`config.mk`:
```
export PLATFORM = sky130hd
export DESIGN_NAME = ecc_error_logger_flat
export DESIGN_NICKNAME = d
export VERILOG_FILES = /design/src/rtl/ecc_error_logger_if.sv /design/src/rtl/ecc_error_logger.sv /design/src/flat_wrapper.sv
export SDC_FILE = /design/constraint.sdc
export NUM_CORES = 1
export LEC_CHECK = 0
export ABC_AREA = 0
export ABC_CLOCK_PERIOD_IN_PS = 9680
export CORE_AREA = 5 5 156 158
export DETAILED_ROUTE_END_ITERATION = 6
export DIE_AREA = 0 0 161 163
export PLACE_DENSITY = 0.76
export SLEW_MARGIN = 20
export SYNTH_ARGS = -nofsm -noshare
export SYNTH_HDL_FRONTEND = slang
export SYNTH_SLANG_ARGS = --single-unit
```
`constraint.sdc`:
```
create_clock -name clk_i -period 9.68 [get_ports clk_i]
set_input_delay 2.904 -clock clk_i [delete_from_list [all_inputs] [get_ports clk_i]]
set_output_delay 2.904 -clock clk_i [all_outputs]
set_load 0.1 [all_outputs]
```
`src/rtl/ecc_error_logger_if.sv`:
```
// Wishbone slave bundle between the management SoC and the ECC error logger.
// Carries cyc&stb, write enable, address, write data, ack and read data.
// The master drives the request and the slave returns a single-cycle ack.
interface ecc_error_logger_if #(
  parameter int WORD_SIZE = 32
);
  logic                 valid_i;
  logic                 wbs_we_i;
  logic [31:0]          wbs_adr_i;
  logic [WORD_SIZE-1:0] wdata_i;
  logic                 ready_o;
  logic [WORD_SIZE-1:0] rdata_o;

  modport master (
    output valid_i, wbs_we_i, wbs_adr_i, wdata_i,
    input  ready_o, rdata_o
  );

  modport slave (
    input  valid_i, wbs_we_i, wbs_adr_i, wdata_i,
    output ready_o, rdata_o
  );
endinterface

```
`src/rtl/ecc_error_logger.sv`:
```
// Counts corrected/uncorrectable ECC events, logs records in a small FIFO, raises irq.
// Wishbone access: ack and registered read data one cycle after the hit cycle.
// No backpressure on events: a push into a full FIFO (without same-cycle pop) is dropped and flagged.
module ecc_error_logger #(
  parameter int          WORD_SIZE         = 32,
  parameter int          REGDIRSIZE        = 5,
  parameter int          VERIFICATION_PINS = 2,
  parameter int          COUNTERSIZE       = 32,
  parameter int          DEPTH             = 4,
  parameter logic [31:0] BASE_ADR          = 32'h3000_0100
) (
  input  logic                         clk_i,
  input  logic                         rst_i,
  input  logic                         result_valid_i,
  input  logic [VERIFICATION_PINS-1:0] operation_result_i,
  input  logic [WORD_SIZE-1:0]         store_data_i,
  input  logic [REGDIRSIZE-1:0]        register_i,
  ecc_error_logger_if.slave            wb,
  output logic                         irq_o
);

  localparam int AW = $clog2(DEPTH);
  localparam int LW = AW + 1;
  localparam logic [COUNTERSIZE-1:0] CNT_ONE = COUNTERSIZE'(1);

  // Register offsets within the decoded 256-byte window
  localparam logic [7:0] OFF_STATUS = 8'h00;
  localparam logic [7:0] OFF_CORR   = 8'h04;
  localparam logic [7:0] OFF_UNCORR = 8'h08;
  localparam logic [7:0] OFF_HDATA  = 8'h0C;
  localparam logic [7:0] OFF_HINFO  = 8'h10;
  localparam logic [7:0] OFF_POP    = 8'h14;
  localparam logic [7:0] OFF_CTRL   = 8'h18;

  logic [WORD_SIZE-1:0]   mem_data [DEPTH];
  logic [REGDIRSIZE-1:0]  mem_reg  [DEPTH];
  logic [1:0]             mem_type [DEPTH];
  logic [AW-1:0]          wr_ptr, rd_ptr;
  logic [LW-1:0]          level, level_next;
  logic                   overflow, overflow_next;
  logic [1:0]             ctrl;
  logic [COUNTERSIZE-1:0] corr_cnt, uncorr_cnt, corr_next, uncorr_next;

  logic                   empty, full, hit, wr_hit, ctrl_wr, clr;
  logic                   ev_corr, ev_unc, push_req, push, pop, drop;
  logic [1:0]             ev_type;
  logic [7:0]             off;
  logic [WORD_SIZE-1:0]   rd_val;
  logic                   unused_wdata;

  assign unused_wdata = ^wb.wdata_i[30:2];

  assign off     = wb.wbs_adr_i[7:0];
  assign hit     = wb.valid_i & (wb.wbs_adr_i[31:8] == BASE_ADR[31:8]) & ~wb.ready_o;
  assign wr_hit  = hit & wb.wbs_we_i;
  assign ctrl_wr = wr_hit & (off == OFF_CTRL);
  assign clr     = ctrl_wr & wb.wdata_i[31];

  assign empty = (level == '0);
  assign full  = (level == LW'(DEPTH));

  // Code 01 is corrected; any other nonzero code counts as uncorrectable.
  assign ev_corr  = result_valid_i & (operation_result_i == VERIFICATION_PINS'(1));
  assign ev_unc   = result_valid_i & (operation_result_i != '0) & ~ev_corr;
  assign ev_type  = ev_corr ? 2'b01 : 2'b10;
  assign push_req = (ev_corr & ctrl[0]) | (ev_unc & ctrl[1]);
  assign pop      = wr_hit & (off == OFF_POP) & ~empty;
  // A same-cycle pop frees the slot, so a full FIFO still accepts the push.
  assign push     = push_req & (~full | pop);
  assign drop     = push_req & full & ~pop;

  // Next-state for level, overflow and the saturating counters; clear wins over events.
  always_comb begin
    level_next    = level + LW'(push) - LW'(pop);
    overflow_next = clr ? 1'b0 : (overflow | drop);
    corr_next     = corr_cnt;
    uncorr_next   = uncorr_cnt;
    if (clr) begin
      corr_next   = ev_corr ? CNT_ONE : '0;
      uncorr_next = ev_unc  ? CNT_ONE : '0;
    end else begin
      if (ev_corr && !(&corr_cnt))  corr_next   = corr_cnt + CNT_ONE;
      if (ev_unc  && !(&uncorr_cnt)) uncorr_next = uncorr_cnt + CNT_ONE;
    end
  end

  // Register read mux on pre-update state.
  always_comb begin
    rd_val = '0;
    case (off)
      OFF_STATUS: begin
        rd_val[0]       = empty;
        rd_val[1]       = full;
        rd_val[2]       = overflow;
        rd_val[3 +: LW] = level;
        rd_val[8]       = irq_o;
      end
      OFF_CORR:   rd_val[COUNTERSIZE-1:0] = corr_cnt;
      OFF_UNCORR: rd_val[COUNTERSIZE-1:0] = uncorr_cnt;
      OFF_HDATA:  if (!empty) rd_val = mem_data[rd_ptr];
      OFF_HINFO: begin
        if (!empty) begin
          rd_val[1:0]             = mem_type[rd_ptr];
          rd_val[8 +: REGDIRSIZE] = mem_reg[rd_ptr];
        end
      end
      OFF_CTRL:   rd_val[1:0] = ctrl;
      default:    rd_val = '0;
    endcase
  end

  // Record storage; contents need no reset because the pointers define validity.
  always_ff @(posedge clk_i) begin
    if (push) begin
      mem_data[wr_ptr] <= store_data_i;
      mem_reg[wr_ptr]  <= register_i;
      mem_type[wr_ptr] <= ev_type;
    end
  end

  // State, Wishbone ack/read data and interrupt registers.
  always_ff @(posedge clk_i) begin
    if (rst_i) begin
      wr_ptr     <= '0;
      rd_ptr     <= '0;
      level      <= '0;
      overflow   <= 1'b0;
      ctrl       <= 2'b11;
      corr_cnt   <= '0;
      uncorr_cnt <= '0;
      wb.ready_o <= 1'b0;
      wb.rdata_o <= '0;
      irq_o      <= 1'b0;
    end else begin
      if (push) wr_ptr <= wr_ptr + AW'(1);
      if (pop)  rd_ptr <= rd_ptr + AW'(1);
      level      <= level_next;
      overflow   <= overflow_next;
      corr_cnt   <= corr_next;
      uncorr_cnt <= uncorr_next;
      if (ctrl_wr) ctrl <= wb.wdata_i[1:0];
      wb.ready_o <= hit;
      wb.rdata_o <= (hit & ~wb.wbs_we_i) ? rd_val : '0;
      irq_o      <= (level_next != '0) | overflow_next;
    end
  end

endmodule

```
`src/flat_wrapper.sv`:
```
// flat-port wrapper written by rule: the top's interface ports become plain ports
module ecc_error_logger_flat 
#(
  parameter int          WORD_SIZE         = 32,
  parameter int          REGDIRSIZE        = 5,
  parameter int          VERIFICATION_PINS = 2,
  parameter int          COUNTERSIZE       = 32,
  parameter int          DEPTH             = 4,
  parameter logic [31:0] BASE_ADR          = 32'h3000_0100
)
  (clk_i, rst_i, result_valid_i, operation_result_i, store_data_i, register_i, irq_o, wb_valid_i, wb_wbs_we_i, wb_wbs_adr_i, wb_wdata_i, wb_ready_o, wb_rdata_o);
  ecc_error_logger_if #(.WORD_SIZE(WORD_SIZE)) wb_i ();
  input  logic clk_i;
  input  logic rst_i;
  input  logic result_valid_i;
  input  logic [VERIFICATION_PINS-1:0] operation_result_i;
  input  logic [WORD_SIZE-1:0] store_data_i;
  input  logic [REGDIRSIZE-1:0] register_i;
  output logic irq_o;
  input wire logic [$bits(wb_i.valid_i)-1:0] wb_valid_i;
  input wire logic [$bits(wb_i.wbs_we_i)-1:0] wb_wbs_we_i;
  input wire logic [$bits(wb_i.wbs_adr_i)-1:0] wb_wbs_adr_i;
  input wire logic [$bits(wb_i.wdata_i)-1:0] wb_wdata_i;
  output wire logic [$bits(wb_i.ready_o)-1:0] wb_ready_o;
  output wire logic [$bits(wb_i.rdata_o)-1:0] wb_rdata_o;
  assign wb_i.valid_i = wb_valid_i;
  assign wb_i.wbs_we_i = wb_wbs_we_i;
  assign wb_i.wbs_adr_i = wb_wbs_adr_i;
  assign wb_i.wdata_i = wb_wdata_i;
  assign wb_ready_o = wb_i.ready_o;
  assign wb_rdata_o = wb_i.rdata_o;
  ecc_error_logger #(.WORD_SIZE(WORD_SIZE), .REGDIRSIZE(REGDIRSIZE), .VERIFICATION_PINS(VERIFICATION_PINS), .COUNTERSIZE(COUNTERSIZE), .DEPTH(DEPTH), .BASE_ADR(BASE_ADR)) u_core (.clk_i(clk_i), .rst_i(rst_i), .result_valid_i(result_valid_i), .operation_result_i(operation_result_i), .store_data_i(store_data_i), .register_i(register_i), .wb(wb_i), .irq_o(irq_o));
endmodule
```
# Word level (Yosys, flattened, before mapping)
# Memories as Yosys holds them, arrays and structs flattened. A register that Yosys moved wholly into a read port is not among the register bits.
# Index checks and enable logic that the tools add are counted.
# word_totals
ff_bits,108
elab_cells,93
output_inout_bits,34
mem_bits_rw,156
in_bits,108
n_memories,3
# memory_table
memory,words,word_bits,read_ports,rd_ports_with_merged_regs,write_ports,line_no,source
u_core.mem_data,4,32,1,1,1,ecc_error_logger.sv:35,logic [WORD_SIZE-1:0] mem_data [DEPTH];
u_core.mem_reg,4,5,1,1,1,ecc_error_logger.sv:36,logic [REGDIRSIZE-1:0] mem_reg [DEPTH];
u_core.mem_type,4,2,1,1,1,ecc_error_logger.sv:37,logic [1:0] mem_type [DEPTH];
# classes
muxes,25
n_bitwise,27
reduce_logical,13
add_sub_neg,6
n_eq_ne,9
# ops
operator,count
$mux 32,5
$add 32x1->32 const B,2
$reduce_and 32->1,2
$pmux 19 s3,1
$pmux 4 s4,2
$eq 24x22->1 const B,1
$eq 8x5->1 const B,3
$and 1x1->1,16
$eq 8x4->1 const B,2
$mux 2,8
$pmux 2 s6,1
$eq 8x3->1 const B,1
$logic_not 8->1,1
$not 1->1,7
$pmux 2 s3,1
$reduce_bool 2->1,3
$mux 1,5
$mux 5,1
$pmux 1 s5,1
$add 2x1->2 const B,2
$or 1x1->1,4
$add 3x1->3,1
$eq 3x3->1 const B,1
$logic_not 3->1,1
other kinds (6),8

# Depth between registers and ports, before layout
# logic_depth
depth_word,12
depth_mapped,13
ltp_nobuf,12

# Worst setup path after synthesis
# No wires, ideal clock.
# synth_path
path_kind,input to register
from,input port wb_wbs_adr_i[20]
to,"memory u_core.mem_data[0][0], enable pin"
path_slack_ns,3.920
path_stages,5
n_path_buf,0
setup_ns,0.400
t_required_ns,9.280
arrival_ns,5.360
path_cell_list,nor4bb_1 -> nand4_1 -> or4_1 -> a21boi_2 -> and2_1
# synth_via
elab_chain_cells,10
# synth_rtl
item,line_no,source
start: declaration,flat_wrapper.sv:22,input wire logic [$bits(wb_i.wbs_adr_i)-1:0] wb_wbs_adr_i;
$eq 24x22->1,ecc_error_logger.sv:54,assign hit = wb.valid_i & (wb.wbs_adr_i[31:8] == BASE_ADR[31:8]) & ~wb.ready_o;
$and 1x1->1 (2 in a row),ecc_error_logger.sv:54,
$and 1x1->1,ecc_error_logger.sv:55,assign wr_hit = hit & wb.wbs_we_i;
$and 1x1->1 (2 in a row),ecc_error_logger.sv:67,assign pop = wr_hit & (off == OFF_POP) & ~empty;
$or 1x1->1,ecc_error_logger.sv:69,assign push = push_req & (~full | pop);
$and 1x1->1,ecc_error_logger.sv:69,
$mux 1,ecc_error_logger.sv:114,if (push) begin
$mux 1 (not written as such),ecc_error_logger.sv:115,mem_data[wr_ptr] <= store_data_i;
end: declaration,ecc_error_logger.sv:35,
# No other way between the ends.

# Final worst setup path
# layout_path
from,input port wb_wbs_adr_i[28]
to,register u_core.irq_o
# layout_via
elab_chain_cells,12
word_cells_on_any_way,18
classes_between,2 x add/sub; 1 x eq/ne; 1 x mux; 13 x bitwise; 1 x reduce/logical
# layout_rtl
item,line_no,source
$eq 24x22->1 *,ecc_error_logger.sv:54,
$and 1x1->1 * (2 in a row),ecc_error_logger.sv:54,
$and 1x1->1 *,ecc_error_logger.sv:55,
$and 1x1->1 (2 in a row),ecc_error_logger.sv:67,
$or 1x1->1,ecc_error_logger.sv:69,
$and 1x1->1,ecc_error_logger.sv:69,
$add 3x1->3,ecc_error_logger.sv:74,level_next = level + LW'(push) - LW'(pop);
$sub 3x1->3,ecc_error_logger.sv:74,
$reduce_bool 3->1,ecc_error_logger.sv:144,irq_o <= (level_next != '0) | overflow_next;
$or 1x1->1 *,ecc_error_logger.sv:144,
end signal: assignment,ecc_error_logger.sv:144,
end: declaration,ecc_error_logger.sv:19,output logic irq_o
# Every way passes the cells marked *; elsewhere a longest branch is shown, timed or not.
# A chain may end at the register's enable or synchronous reset.

==> load_flow_metrics.sql <==
INSERT INTO impl_metrics (metric_group, metric, value, unit) VALUES
('pwr', 'p_per_area', '184', 'nW/um2'),
('hold_path', 'min_delay_worst_endpoint', 'u_core.uncorr_cnt[14]', ''),
('place', 'io_buffers', '112', ''),
('pwr', 'irDropWorstVdd', '0.146', 'mV'),
('timing', 'final_slew_violations', '0', ''),
('hold_path', 'min_delay_path_depth', '2', ''),
('route', 'drc_errors', '0', ''),
('grt', 'globalRouteOverflowTotal', '0', ''),
('worst_setup_path', 'crit_type', 'in2reg', ''),
('floorplanning', 'pin_count', '142', ''),
('timing', 'finalHoldViolCount', '0', ''),
('worst_setup_path', 'cp_slowest_cell', 'sky130_fd_sc_hd__or4_1', ''),
('hold_path', 'worstHoldStart', 'u_core.uncorr_cnt[14]', ''),
('pwr', 'total_leakage_power', '4.06', 'nW'),
('floorplanning', 'core_box_area', '23000', 'um2'),
('logic_synthesis', 'synth.lib_cells_used.distinct', '63', ''),
('final_layout', 'antenna_cells', '0', ''),
('floorplanning', 'core.rowCount', '56', ''),
('clocking', 'cts_tree', 'yes', ''),
('clocking', 'cts_repair_resize_count', '0', ''),
('timing', 'timing.fmax', '0.166', 'GHz'),
('floorplanning', 'die-width', '161', 'um'),
('grt', 'track_usage', '0.193', ''),
('clocking', 'clock_sinks', '266', ''),
('grt', 'vias_in_the_first_global_route', '7621', ''),
('timing', 'final.setup.tns', '0', 'ps'),
('logic_synthesis', 'ys_dominant_reg_cell', 'sky130_fd_sc_hd__edfxtp_1', ''),
('status', 'run_status', 'finished clean', ''),
('logic_synthesis', 'post_synth_instance_area', '11100', 'um2'),
('final_layout', 'max_reg_flops', '128', ''),
('worst_setup_path', 'timing.critical_path.slowest_cell_delay', '610', 'ps'),
('clocking', 'path_clk_slew', '60', 'ps'),
('worst_setup_path', 'worstSetupStartpointType', 'input port', ''),
('worst_setup_path', 'endpoint_kind', 'register', ''),
('timing', 'relSlewSlack', '0.243', ''),
('worst_setup_path', 'reg2reg_to', 'u_core.irq_o', ''),
('hold_path', 'hold_path.class', 'reg2reg', ''),
('final_layout', 'layout-drive-gt1-share', '0.113', ''),
('worst_setup_path', 'reg2reg_setup_slack', '6340', 'ps'),
('clocking', 'cts_root_buffer', 'sky130_fd_sc_hd__clkbuf_16', ''),
('final_layout', 'area_growth_syn_to_layout', '20.9', '%'),
('timing', 'rsz0062_at_grt', 'no', ''),
('worst_setup_path', 'crit_path_max_fanout', '7', ''),
('worst_setup_path', 'critPathLaunch', 'wb_wbs_adr_i[28]', ''),
('route', 'viasPerCell', '6.02', ''),
('logic_synthesis', 'yosysSeqAreaShare', '0.620', ''),
('clocking', 'htree_levels', '1', ''),
('grt', 'grt_pass1_wl', '40800', 'um'),
('clocking', 'clockBufferDepth', '3', ''),
('place', 'hpwlAfterDp', '17200', 'um'),
('timing', 'finClkSkew', '10.1', 'ps'),
('clocking', 'clock_buffers_created_by_tritoncts', '26', ''),
('logic_synthesis', 'count_of_flip_flops_with_a_built_in_enable_after_synthesis', '156', ''),
('grt', 'pin_count_of_the_biggest_net_entering_global_routing', '64', ''),
('clocking', 'cts_hold_buf', '0', ''),
('worst_setup_path', 'arrival', '6440', 'ps'),
('final_layout', 'num-fill-cells', '1818', ''),
('worst_setup_path', 'reg2reg_depth', '11', ''),
('route', 'totalWireLength', '26000', 'um'),
('floorplanning', 'initial_standard_cell_utilization_of_the_core', '0.484', ''),
('logic_synthesis', 'yosysWarningCount', '0', ''),
('route', 'wl_per_cell', '20.6', 'um'),
('job', 'drv.max_cap_violation_count', '0', ''),
('grt', 'grt_antenna_before_repair', '0', ''),
('logic_synthesis', 'synth_fp_nets', '959', ''),
('timing', 'final.min_clock_period', '6040', 'ps'),
('worst_setup_path', 'critical_path.cell_chain', 'clkdlybuf4s50_1 -> nor4bb_1 -> nand4_1 -> or4_1 -> a21boi_2 -> ha_1 -> inv_1 -> fa_1 -> xor2_1 -> xnor2_1 -> a31oi_1 -> or2_1', ''),
('clocking', 'clk_latency', '530', 'ps'),
('route', 'vias', '7592', ''),
('logic_synthesis', 'post_synth.cell_area_avg', '13.2', 'um2'),
('timing', 'worst_hold_slack_after_final_layout', '507', 'ps');
stage by stage:
step,cell area [um2],total power (W),instances,utilization,worst slack (ps)
floorplan,11100,0.00134,842,-,3920
global placement,12500,0.00140,1212,0.544,3200
detailed placement,12500,0.00141,1213,0.544,3140
CTS,13400,0.00248,1261,0.585,3690
global route,13400,0.00255,1261,0.585,3330
finish,13400,0.00247,1261,0.585,3640
worst max path at each step:
stage / to / slack, ps / cells past startpoint
floorplan: u_core.mem_data[0][0] / 3920 / 5
global placement: u_core.irq_o / 3200 / 13
detailed placement: u_core.irq_o / 3140 / 12
global route: u_core.irq_o / 3330 / 12
CTS: u_core.irq_o / 3690 / 12
finish: u_core.irq_o / 3640 / 12
Yosys cell counts, types with 3 or more instances:
cell type | count | area [um2]
sky130_fd_sc_hd__and2_1 | 6 | 37.5
sky130_fd_sc_hd__nand2_1 | 43 | 161
sky130_fd_sc_hd__nor3_1 | 20 | 100
sky130_fd_sc_hd__buf_2 | 15 | 75.1
sky130_fd_sc_hd__mux4_2 | 39 | 878
sky130_fd_sc_hd__and3_1 | 10 | 62.6
sky130_fd_sc_hd__a31oi_1 | 4 | 25.0
sky130_fd_sc_hd__a21oi_1 | 39 | 195
sky130_fd_sc_hd__nand4_1 | 27 | 169
sky130_fd_sc_hd__nand3_1 | 23 | 115
sky130_fd_sc_hd__o41ai_1 | 3 | 26.3
sky130_fd_sc_hd__buf_1 | 3 | 11.3
sky130_fd_sc_hd__a222oi_1 | 31 | 310
sky130_fd_sc_hd__a211oi_1 | 3 | 22.5
sky130_fd_sc_hd__edfxtp_1 | 156 | 4680
sky130_fd_sc_hd__clkbuf_1 | 20 | 75.1
sky130_fd_sc_hd__or4_1 | 15 | 113
sky130_fd_sc_hd__o31ai_1 | 13 | 97.6
sky130_fd_sc_hd__nor3b_1 | 4 | 30.0
sky130_fd_sc_hd__or4b_1 | 3 | 30.0
sky130_fd_sc_hd__nor4_1 | 19 | 119
sky130_fd_sc_hd__and4_1 | 9 | 78.8
sky130_fd_sc_hd__nor2_1 | 77 | 289
sky130_fd_sc_hd__ha_1 | 8 | 100
sky130_fd_sc_hd__o21ai_0 | 15 | 75.1
sky130_fd_sc_hd__or2_2 | 3 | 18.8
sky130_fd_sc_hd__a2111oi_0 | 3 | 26.3
sky130_fd_sc_hd__o311ai_0 | 4 | 35.0
sky130_fd_sc_hd__or3_1 | 21 | 131
sky130_fd_sc_hd__xnor2_1 | 18 | 158
sky130_fd_sc_hd__mux2i_1 | 8 | 80.1
sky130_fd_sc_hd__dfxtp_1 | 110 | 2200
sky130_fd_sc_hd__inv_1 | 19 | 71.3
sky130_fd_sc_hd__xor2_1 | 14 | 123
cells by family (layout without fill, tap and decap cells):
logic type | count (synthesis) | count (layout) | synth area share
AND/OR/NAND/NOR | 295 | 295 | 0.145
flip-flops | 266 | 266 | 0.620
AO/OA/AOI/OAI | 132 | 132 | 0.0885
buffers and inverters | 60 | 189 | 0.0233
multiplexers | 48 | 48 | 0.0873
XOR/XNOR | 32 | 32 | 0.0252
adder cells (fa/ha/maj) | 9 | 9 | 0.0108
metal layers:
metal  share of wire  vias to the layer above  GRT usage
met2            0.50                      249      0.331
met5               0                        -          0
li1                -                     3568          -
met1            0.42                     3748      0.262
met3           0.071                       27     0.0301
met4           0.015                        0     0.0465
layout make-up:
cell class              instances  area, um2  share of cell area
clock buffers                  32        694              0.0517
clock inverters                16        229              0.0170
inverters                      20       75.1             0.00559
multi-input cells             516       3990               0.297
flip-flops and latches        266       6890               0.513
well taps                     290        363              0.0270
repair buffers                121       1200              0.0894
cell usage in the layout, fill, tap and decap left out, types with 4 or more instances in the layout:
| cell type | netlist | final |
|---|---|---|
| sky130_fd_sc_hd__ha_1 | 8 | 8 |
| sky130_fd_sc_hd__bufinv_16 | 0 | 6 |
| sky130_fd_sc_hd__nor3b_1 | 4 | 4 |
| sky130_fd_sc_hd__clkbuf_1 | 20 | 5 |
| sky130_fd_sc_hd__and3_1 | 10 | 10 |
| sky130_fd_sc_hd__o31ai_1 | 13 | 13 |
| sky130_fd_sc_hd__buf_4 | 0 | 8 |
| sky130_fd_sc_hd__nor4_1 | 19 | 19 |
| sky130_fd_sc_hd__a21oi_1 | 39 | 39 |
| sky130_fd_sc_hd__o311ai_0 | 4 | 4 |
| sky130_fd_sc_hd__mux4_2 | 39 | 39 |
| sky130_fd_sc_hd__or4_1 | 15 | 15 |
| sky130_fd_sc_hd__o21ai_0 | 15 | 15 |
| sky130_fd_sc_hd__clkinv_1 | 1 | 6 |
| sky130_fd_sc_hd__and4_1 | 9 | 9 |
| sky130_fd_sc_hd__or3_1 | 21 | 21 |
| sky130_fd_sc_hd__dfxtp_1 | 110 | 108 |
| sky130_fd_sc_hd__nor3_1 | 20 | 20 |
| sky130_fd_sc_hd__nor2_1 | 77 | 75 |
| sky130_fd_sc_hd__xnor2_1 | 18 | 18 |
| sky130_fd_sc_hd__xor2_1 | 14 | 14 |
| sky130_fd_sc_hd__clkdlybuf4s50_1 | 0 | 112 |
| sky130_fd_sc_hd__nand2_1 | 43 | 43 |
| sky130_fd_sc_hd__nand3_1 | 23 | 23 |
| sky130_fd_sc_hd__inv_1 | 19 | 19 |
| sky130_fd_sc_hd__a31oi_1 | 4 | 4 |
| sky130_fd_sc_hd__edfxtp_1 | 156 | 156 |
| sky130_fd_sc_hd__clkbuf_16 | 0 | 27 |
| sky130_fd_sc_hd__mux2i_1 | 8 | 8 |
| sky130_fd_sc_hd__a222oi_1 | 31 | 31 |
| sky130_fd_sc_hd__nand4_1 | 27 | 27 |
worst max-delay path, delay by kind of cell:
family,cells,cell delay [ps]
buf+inv,2,490
compound gates,2,480
simple gates,4,1590
fa+ha+maj,2,620
xor+xnor,2,360
where the power goes:
part	switching (W)	internal, W	total (W)	leakage [nW]
sequential	0.0000119	0.00124	0.00125	2.31
combinational	0.0000742	0.0000602	0.000134	1.31
clock	0.000418	0.000668	0.00109	0.443
Power figures use the tool's default switching activity.
